## src/rtl/warp_seq.sv

```systemverilog
// Warp mesh sequencer: walks the tile grid, fetches four corner
// vertices per tile and hands each tile job to the warp datapath.
module warp_seq (
  input  logic        wb_clk_i,
  input  logic        wb_rst_i,
  input  logic        start,
  output logic        busy,
  output logic        done,
  input  logic [6:0]  meshcountx,
  input  logic [6:0]  meshcounty,
  input  logic [10:0] meshsizex,
  input  logic [10:0] meshsizey,
  input  logic [29:0] meshaddr,
  output logic        mem_stb,
  output logic [31:0] mem_adr,
  input  logic        mem_ack,
  input  logic [31:0] mem_dat,
  output logic        tile_valid,
  input  logic        tile_ready,
  output logic [10:0] tile_x,
  output logic [10:0] tile_y,
  output logic [31:0] tile_v0,
  output logic [31:0] tile_v1,
  output logic [31:0] tile_v2,
  output logic [31:0] tile_v3
);

  typedef enum logic [2:0] {
    IDLE, FETCH, ISSUE, NEXT, FIN
  } state_t;

  state_t state_q, state_d;

  logic [6:0]  cx_q, cy_q, i_q, j_q;
  logic [10:0] sx_q, sy_q, x_q, y_q;
  logic [29:0] rowbase_q, wadr;
  logic [1:0]  k_q;
  logic        gap_q, skip_q;
  logic [3:0][31:0] v_q;
  logic        degen, ack_hit;
  logic        last_col, last_row;

  assign degen   = (meshcountx < 7'd2)
                || (meshcounty < 7'd2);
  assign mem_stb = (state_q == FETCH) && !gap_q;
  assign ack_hit = mem_stb && mem_ack;

  assign last_col = ({1'b0, i_q} + 8'd2)
                 >= {1'b0, cx_q};
  assign last_row = ({1'b0, j_q} + 8'd2)
                 >= {1'b0, cy_q};

  // k[1] selects the lower row, k[0] the right column
  assign wadr = rowbase_q
              + {23'd0, i_q}
              + (k_q[1] ? {23'd0, cx_q} : 30'd0)
              + {29'd0, k_q[0]};

  assign mem_adr    = {wadr, 2'b00};
  assign busy       = (state_q != IDLE) && !skip_q;
  assign done       = (state_q == FIN);
  assign tile_valid = (state_q == ISSUE);
  assign tile_x     = x_q;
  assign tile_y     = y_q;
  assign tile_v0    = v_q[0];
  assign tile_v1    = v_q[1];
  assign tile_v2    = v_q[2];
  assign tile_v3    = v_q[3];

  always_ff @(posedge wb_clk_i) begin
    if (wb_rst_i) state_q <= IDLE;
    else          state_q <= state_d;
  end

  always_comb begin
    state_d = state_q;
    unique case (state_q)
      IDLE:
        if (start) state_d = degen ? FIN : FETCH;
      FETCH:
        if (ack_hit && k_q == 2'd3) state_d = ISSUE;
      ISSUE:
        if (tile_ready) state_d = NEXT;
      NEXT:
        if (!last_col || !last_row) state_d = FETCH;
        else                        state_d = FIN;
      FIN:
        state_d = IDLE;
      default:
        state_d = IDLE;
    endcase
  end

  always_ff @(posedge wb_clk_i) begin
    if (wb_rst_i) begin
      cx_q      <= '0;
      cy_q      <= '0;
      sx_q      <= '0;
      sy_q      <= '0;
      i_q       <= '0;
      j_q       <= '0;
      x_q       <= '0;
      y_q       <= '0;
      rowbase_q <= '0;
      k_q       <= '0;
      gap_q     <= 1'b0;
      skip_q    <= 1'b0;
      v_q       <= '0;
    end else begin
      unique case (state_q)
        IDLE: if (start) begin
          cx_q      <= meshcountx;
          cy_q      <= meshcounty;
          sx_q      <= meshsizex;
          sy_q      <= meshsizey;
          rowbase_q <= meshaddr;
          i_q       <= '0;
          j_q       <= '0;
          x_q       <= '0;
          y_q       <= '0;
          k_q       <= '0;
          gap_q     <= 1'b0;
          skip_q    <= degen;
        end
        FETCH: begin
          if (gap_q) begin
            gap_q <= 1'b0;
          end else if (mem_ack) begin
            v_q[k_q] <= mem_dat;
            k_q      <= k_q + 2'd1;
            gap_q    <= (k_q != 2'd3);
          end
        end
        NEXT: begin
          if (!last_col) begin
            i_q <= i_q + 7'd1;
            x_q <= x_q + sx_q;
          end else if (!last_row) begin
            i_q       <= '0;
            j_q       <= j_q + 7'd1;
            rowbase_q <= rowbase_q + {23'd0, cx_q};
            x_q       <= '0;
            y_q       <= y_q + sy_q;
          end
        end
        FIN: skip_q <= 1'b0;
        default: ;
      endcase
    end
  end

endmodule

```

## config.mk

```make
export PLATFORM = sky130hd
export DESIGN_NAME = warp_seq
export DESIGN_NICKNAME = d
export VERILOG_FILES = /design/src/rtl/warp_seq.sv
export SDC_FILE = /design/constraint.sdc
export NUM_CORES = 1
export LEC_CHECK = 0
export CAP_MARGIN = 10
export CORE_ASPECT_RATIO = 0.5
export CORE_MARGIN = 1.5
export CORE_UTILIZATION = 45
export DETAILED_ROUTE_END_ITERATION = 12
export GPL_ROUTABILITY_DRIVEN = 0
export GPL_TIMING_DRIVEN = 0
export PLACE_DENSITY = 0.78
export SYNTH_ARGS = -nofsm -noshare
export SYNTH_HDL_FRONTEND = slang
export SYNTH_SLANG_ARGS = --single-unit
```

## constraint.sdc

```tcl
create_clock -name wb_clk_i -period 4.1 [get_ports wb_clk_i]
set_input_delay 0.82 -clock wb_clk_i [delete_from_list [all_inputs] [get_ports wb_clk_i]]
set_output_delay 0.82 -clock wb_clk_i [all_outputs]
set_load 0.1 [all_outputs]
```

== Word-level counts from Yosys, hierarchy flattened ==
Cells that the tools add are included.
Operators by class
  equal/unequal tests: 14
  mux-type cells: 38
  div/mod/pow operators: 0
  shift-type cells: 0
  order comparisons: 6
  add/sub/neg operators: 11
  reductions and logical operators: 24
  multipliers: 0
  bitwise logic cells: 1
Operator list (number)
  128-bit bitwise mux: 1
  30-bit by 7-bit adder with 30-bit output: 3
  30-bit two-way mux: 3
  32-bit demux with 2-bit select: 1
  30-bit one-hot mux with 2 select lines: 1
  11-bit two-way mux: 5
  11-bit one-hot mux with 2 select lines: 2
  7-bit two-way mux: 6
  32-bit two-way mux: 1
  30-bit by 1-bit adder with 30-bit output: 1
  7-bit one-hot mux with 2 select lines: 2
  11-bit adder: 2
  7-bit by 2-bit adder with 8-bit output (second input constant): 2
  8-bit by 7-bit greater-or-equal comparator with 1-bit output: 2
  3-bit two-way mux: 5
  7-bit by 1-bit adder with 7-bit output (second input constant): 2
  7-bit by 2-bit < comparator with 1-bit output (second input constant): 2
  2-bit != test (second input constant): 6
  3-bit one-hot mux with 4 select lines: 1
  3-bit AND reduction: 3
  4-bit AND reduction: 2
  3-bit by 2-bit equality test with 1-bit output (second input constant): 2
  2-bit two-way mux: 3
  2-bit AND reduction: 3
  other kinds (18): 33
Storage, ports and cells
  register bits after elaboration: 237
  logic and storage cells: 111
  bits in latches: 0
  output and inout port bits: 186
  memory bits (writable): 0
  memories kept: 0
  ROM bits: 0
  input port bits: 103

== Longest topological paths before layout ==
  depth in word-level cells: 6
  gate-level depth with buffers: 13
  mapped depth without buffers: 11

== Worst setup path after synthesis ==
No wires, ideal clock.
  path kind: reg2out
  from: register k_q[1]
  to: output port mem_adr[26]
  data required time: 3.280 ns
  slack: -0.918 ns
  cell stages (with the launch flop): 13
  arrival time: 4.198 ns
  buffers on the path: 1
  cells stage by stage: dfxtp_1 -> inv_1 -> nor2_1 -> fa_1 -> fa_1 -> a21o_1 -> a21oi_1 -> o21bai_1 -> a21oi_1 -> o2bb2ai_1 -> buf_1 -> nor4_1 -> xor2_1
On the way
  word-level cells in the longest chain between the ends: 3
RTL lines
  from (decl): RTL line 37  | logic [1:0] k_q;
  from (signal assigned): RTL line 130  | k_q <= k_q + 2'd1;
  7-bit two-way mux: RTL line 56  | + (k_q[1] ? {23'd0, cx_q} : 30'd0)
  30-bit by 7-bit adder with 30-bit output: RTL line 56
  30-bit by 1-bit adder with 30-bit output: RTL line 57  | + {29'd0, k_q[0]};
  to (decl): RTL line 15  | output logic [31:0] mem_adr,
No other way between the ends.

== Final worst setup path ==
  from: register cx_q[0]
  to: output port mem_adr[24]
On the way
  word-level cells in the longest chain between the ends: 3
RTL lines
  from (decl): RTL line 34  | logic [6:0] cx_q, cy_q, i_q, j_q;
  from (signal assigned): RTL line 112  | cx_q <= meshcountx;
  7-bit two-way mux: RTL line 56
  30-bit by 7-bit adder with 30-bit output: RTL line 56
  30-bit by 1-bit adder with 30-bit output: RTL line 57
No other way between the ends.

==> impl_metrics.env <==
export IMPL_die_height_um=117
export IMPL_area_delta_synth_final_pct=40.0
export IMPL_drt_initial_drc_count=863
export IMPL_antenna_found_initial=0
export IMPL_numClockSinks=237
export IMPL_fmaxAchievable_mhz=225
export IMPL_synth_cell_types=75
export IMPL_crit_type="flop to output pin"
export IMPL_setup_viol=12
export IMPL_drtAntennaViolNets=0
export IMPL_grt_overflow_total=0
export IMPL_maxCapViolations=0
export IMPL_avgViaCountPerCell=5.43
export IMPL_yosysMostFrequentCell="nand2_1"
export IMPL_fp_row_count=41
export IMPL_clk_pin_slew_ns=0.07
export IMPL_fin_util=0.647
export IMPL_cts_root_buf="clkbuf_16"
export IMPL_synthFlopType="dfxtp_1"
export IMPL_final_setup_skew_ns=0.0196
export IMPL_dr_total_vias=11772
export IMPL_port_buffers=285
export IMPL_final_nets=1979
export IMPL_max_slew_margin=0.277
export IMPL_nFillCells=2249
export IMPL_cts_buffers=23
export IMPL_core_um2=25400
export IMPL_cts_buffer_depth=3
export IMPL_status="finished with violations"
export IMPL_hpwl_um=28400
export IMPL_synth_edf_count=0
export IMPL_die_area_um2=27200
export IMPL_async_flop_share=0
export IMPL_peakVddDrop_mv=0.244
export IMPL_grt_pass1_wl_um=59700
export IMPL_fin_cells=2169
export IMPL_critPathMaxFanout=5
export IMPL_n_antenna_cell=0
export IMPL_grt_pass1_vias=11052
export IMPL_dpl_cell_count=2118
export IMPL_fin_crit_sh=1.08
export IMPL_min_path_type="flop to flop"
export IMPL_min_period_ns=4.45
export IMPL_firstDrtPassIters=6
export IMPL_synth_area_top_cells="dfxtp_1, nand2_1, a21oi_1"
export IMPL_worst_slack_ns=-0.348
export IMPL_ys_ff_latch=237
export IMPL_final_hold_viol_count=0
export IMPL_power_density_nw_per_um2=341
export IMPL_startpoint_type="flop"
export IMPL_dp_slack_ns=-1.20
export IMPL_yosys_top_cells_count="nand2_1, dfxtp_1, a21oi_1"
export IMPL_power_uw=5620
export IMPL_yosysWarnings=0
export IMPL_wl_per_cell_um=17.7
export IMPL_drt_total_wl_um=38500
export IMPL_seq_area_frac_synth=0.403
export IMPL_synth_area_um2=11800
export IMPL_cts_tree="done"
export IMPL_drc=0
export IMPL_synth_top_area_share=0.403
export IMPL_initial_core_util=0.462
export IMPL_clock_latency_ns=0.54
export IMPL_grt_start_max_net_pins=16
export IMPL_power_leakage_uw=0.00633
export IMPL_cp_end_kind="output pin"
export IMPL_dieWidth_um=232
export IMPL_worst_slew_pin_slew_ns=1.08
export IMPL_hold_buffers=0
export IMPL_grt_total_usage=0.274
export IMPL_synth_top_cell_by_area="dfxtp_1"
export IMPL_cp_required_ns=3.28
export IMPL_crit_arrival_ns=3.63
export IMPL_drive_above_1_share=0.101
export IMPL_slew_viol_final=0
export IMPL_rsz0062_at_grt="yes"
export IMPL_htree_levels=1
export IMPL_synthCells=1488
export IMPL_syn_avg_cell_area_um2=7.90
export IMPL_violations="negative setup slack"
export IMPL_fin_setup_tns_ns=-3.41
export IMPL_num_io_pins=289
logic make-up (layout without fill, tap and decap cells):
group	count (synthesis)	after routing	share of synthesized area
muxes	3	3	0.00266
and+or+nand+nor	618	618	0.226
other	1	2	0.000319
DFF	237	237	0.403
buffers and inverters	126	462	0.0443
xor gates and xnor gates	64	64	0.0477
adders and majority gates	68	68	0.0794
AOI/OAI and AO/OA	371	371	0.196
registers in the layout, summed over array words and instances, names as in the netlist, 11 cells and up:
register and cells:
tile_v1 32, tile_v3 32, tile_x 11, rowbase_q 30
tile_v2 32, sx_q 11, tile_v0 32, tile_y 11
sy_q 11
timing repair:
action,in CTS,in global routing
pin swaps,12,5
endpoints found under the setup margin,29,25
gates resized for setup,224,30
gates cloned,1,0
setup buffers,5,3
worst max-delay path, stage by stage (launching register included):
cell       delay [ns]
dfxtp_4          0.36
and2_4           0.15
fa_1             0.48
ha_4             0.19
fa_2             0.36
a21o_1           0.18
a21oi_2          0.16
o21bai_1         0.11
a21oi_2          0.25
o2bb2ai_4        0.19
buf_6            0.18
nor3_2           0.08
xor2_4           0.20
buf_12           0.19
per-stage QoR:
step	hold WS [ns]	instance area, µm²
floorplan	0.436	12000
global placement	0.440	15300
detailed placement	0.446	15300
finish	0.454	16500
global route	0.467	16500
CTS	0.456	16400
layout by cell type, fill, tap and decap left out, types with 6 or more instances in the layout:
| master | Yosys | routed |
|---|---|---|
| buf_2 | 30 | 31 |
| clkbuf_8 | 0 | 10 |
| and2_1 | 8 | 7 |
| a22oi_1 | 9 | 9 |
| buf_12 | 0 | 9 |
| fa_1 | 11 | 10 |
| or3_1 | 8 | 8 |
| a311oi_1 | 6 | 6 |
| nor2b_1 | 6 | 6 |
| inv_1 | 28 | 26 |
| clkbuf_1 | 59 | 59 |
| o21a_1 | 6 | 6 |
| buf_4 | 2 | 12 |
| a22o_1 | 12 | 12 |
| and3_1 | 7 | 7 |
| nor3_1 | 31 | 28 |
| xor2_4 | 0 | 8 |
| a21o_1 | 17 | 17 |
| nand4_1 | 13 | 13 |
| o31ai_1 | 11 | 11 |
| a31oi_1 | 12 | 12 |
| o21ai_0 | 27 | 26 |
| nand2_1 | 391 | 390 |
| buf_6 | 0 | 12 |
| clkbuf_16 | 0 | 23 |
| a211oi_1 | 12 | 12 |
| nand2b_1 | 8 | 8 |
| a21oi_1 | 215 | 212 |
| ha_1 | 57 | 56 |
| dfxtp_1 | 237 | 233 |
| nor2_1 | 82 | 81 |
| clkdlybuf4s50_1 | 0 | 256 |
| xnor2_2 | 0 | 12 |
| xnor2_1 | 30 | 18 |
| xor2_1 | 34 | 21 |
| nand3_1 | 28 | 27 |
report_power, final:
group	total (µW)	internal, µW	switching (µW)
combinational	976	321	654
sequential	2430	2370	66.9
clock	2210	1230	977
per-layer routing:
layer	track usage	wire length [µm]	vias up	share of wire
met3	0.0462	2380	70	0.062
met2	0.455	18100	373	0.47
met4	0.0909	1180	0	0.031
li1	-	-	5737	-
met5	0	0	-	0
met1	0.362	16800	5592	0.44
worst paths after layout:
kind | end | depth (start not counted) | startpoint | slack (ns)
worst min-delay path | tile_v2[28] | 2 | tile_v2[28] | 0.45
worst min register to register | tile_v2[28] | 2 | tile_v2[28] | 0.45
worst max-delay path | mem_adr[24] | 13 | cx_q[0] | -0.35
worst max register to register | rowbase_q[28] | 12 | i_q[2] | 0.83
layout make-up:
cell class,instances,area [µm²],area share
repair buffers,294,3030,0.184
clock buffers,33,713,0.0433
multi-input cells,1126,6920,0.420
plain buffers,98,423,0.0257
well taps,344,430,0.0261
inverters,28,108,0.00654
clock inverters,9,81.3,0.00494
flip-flops and latches,237,4750,0.289
No activity file was read; power rests on OpenSTA's default activity.
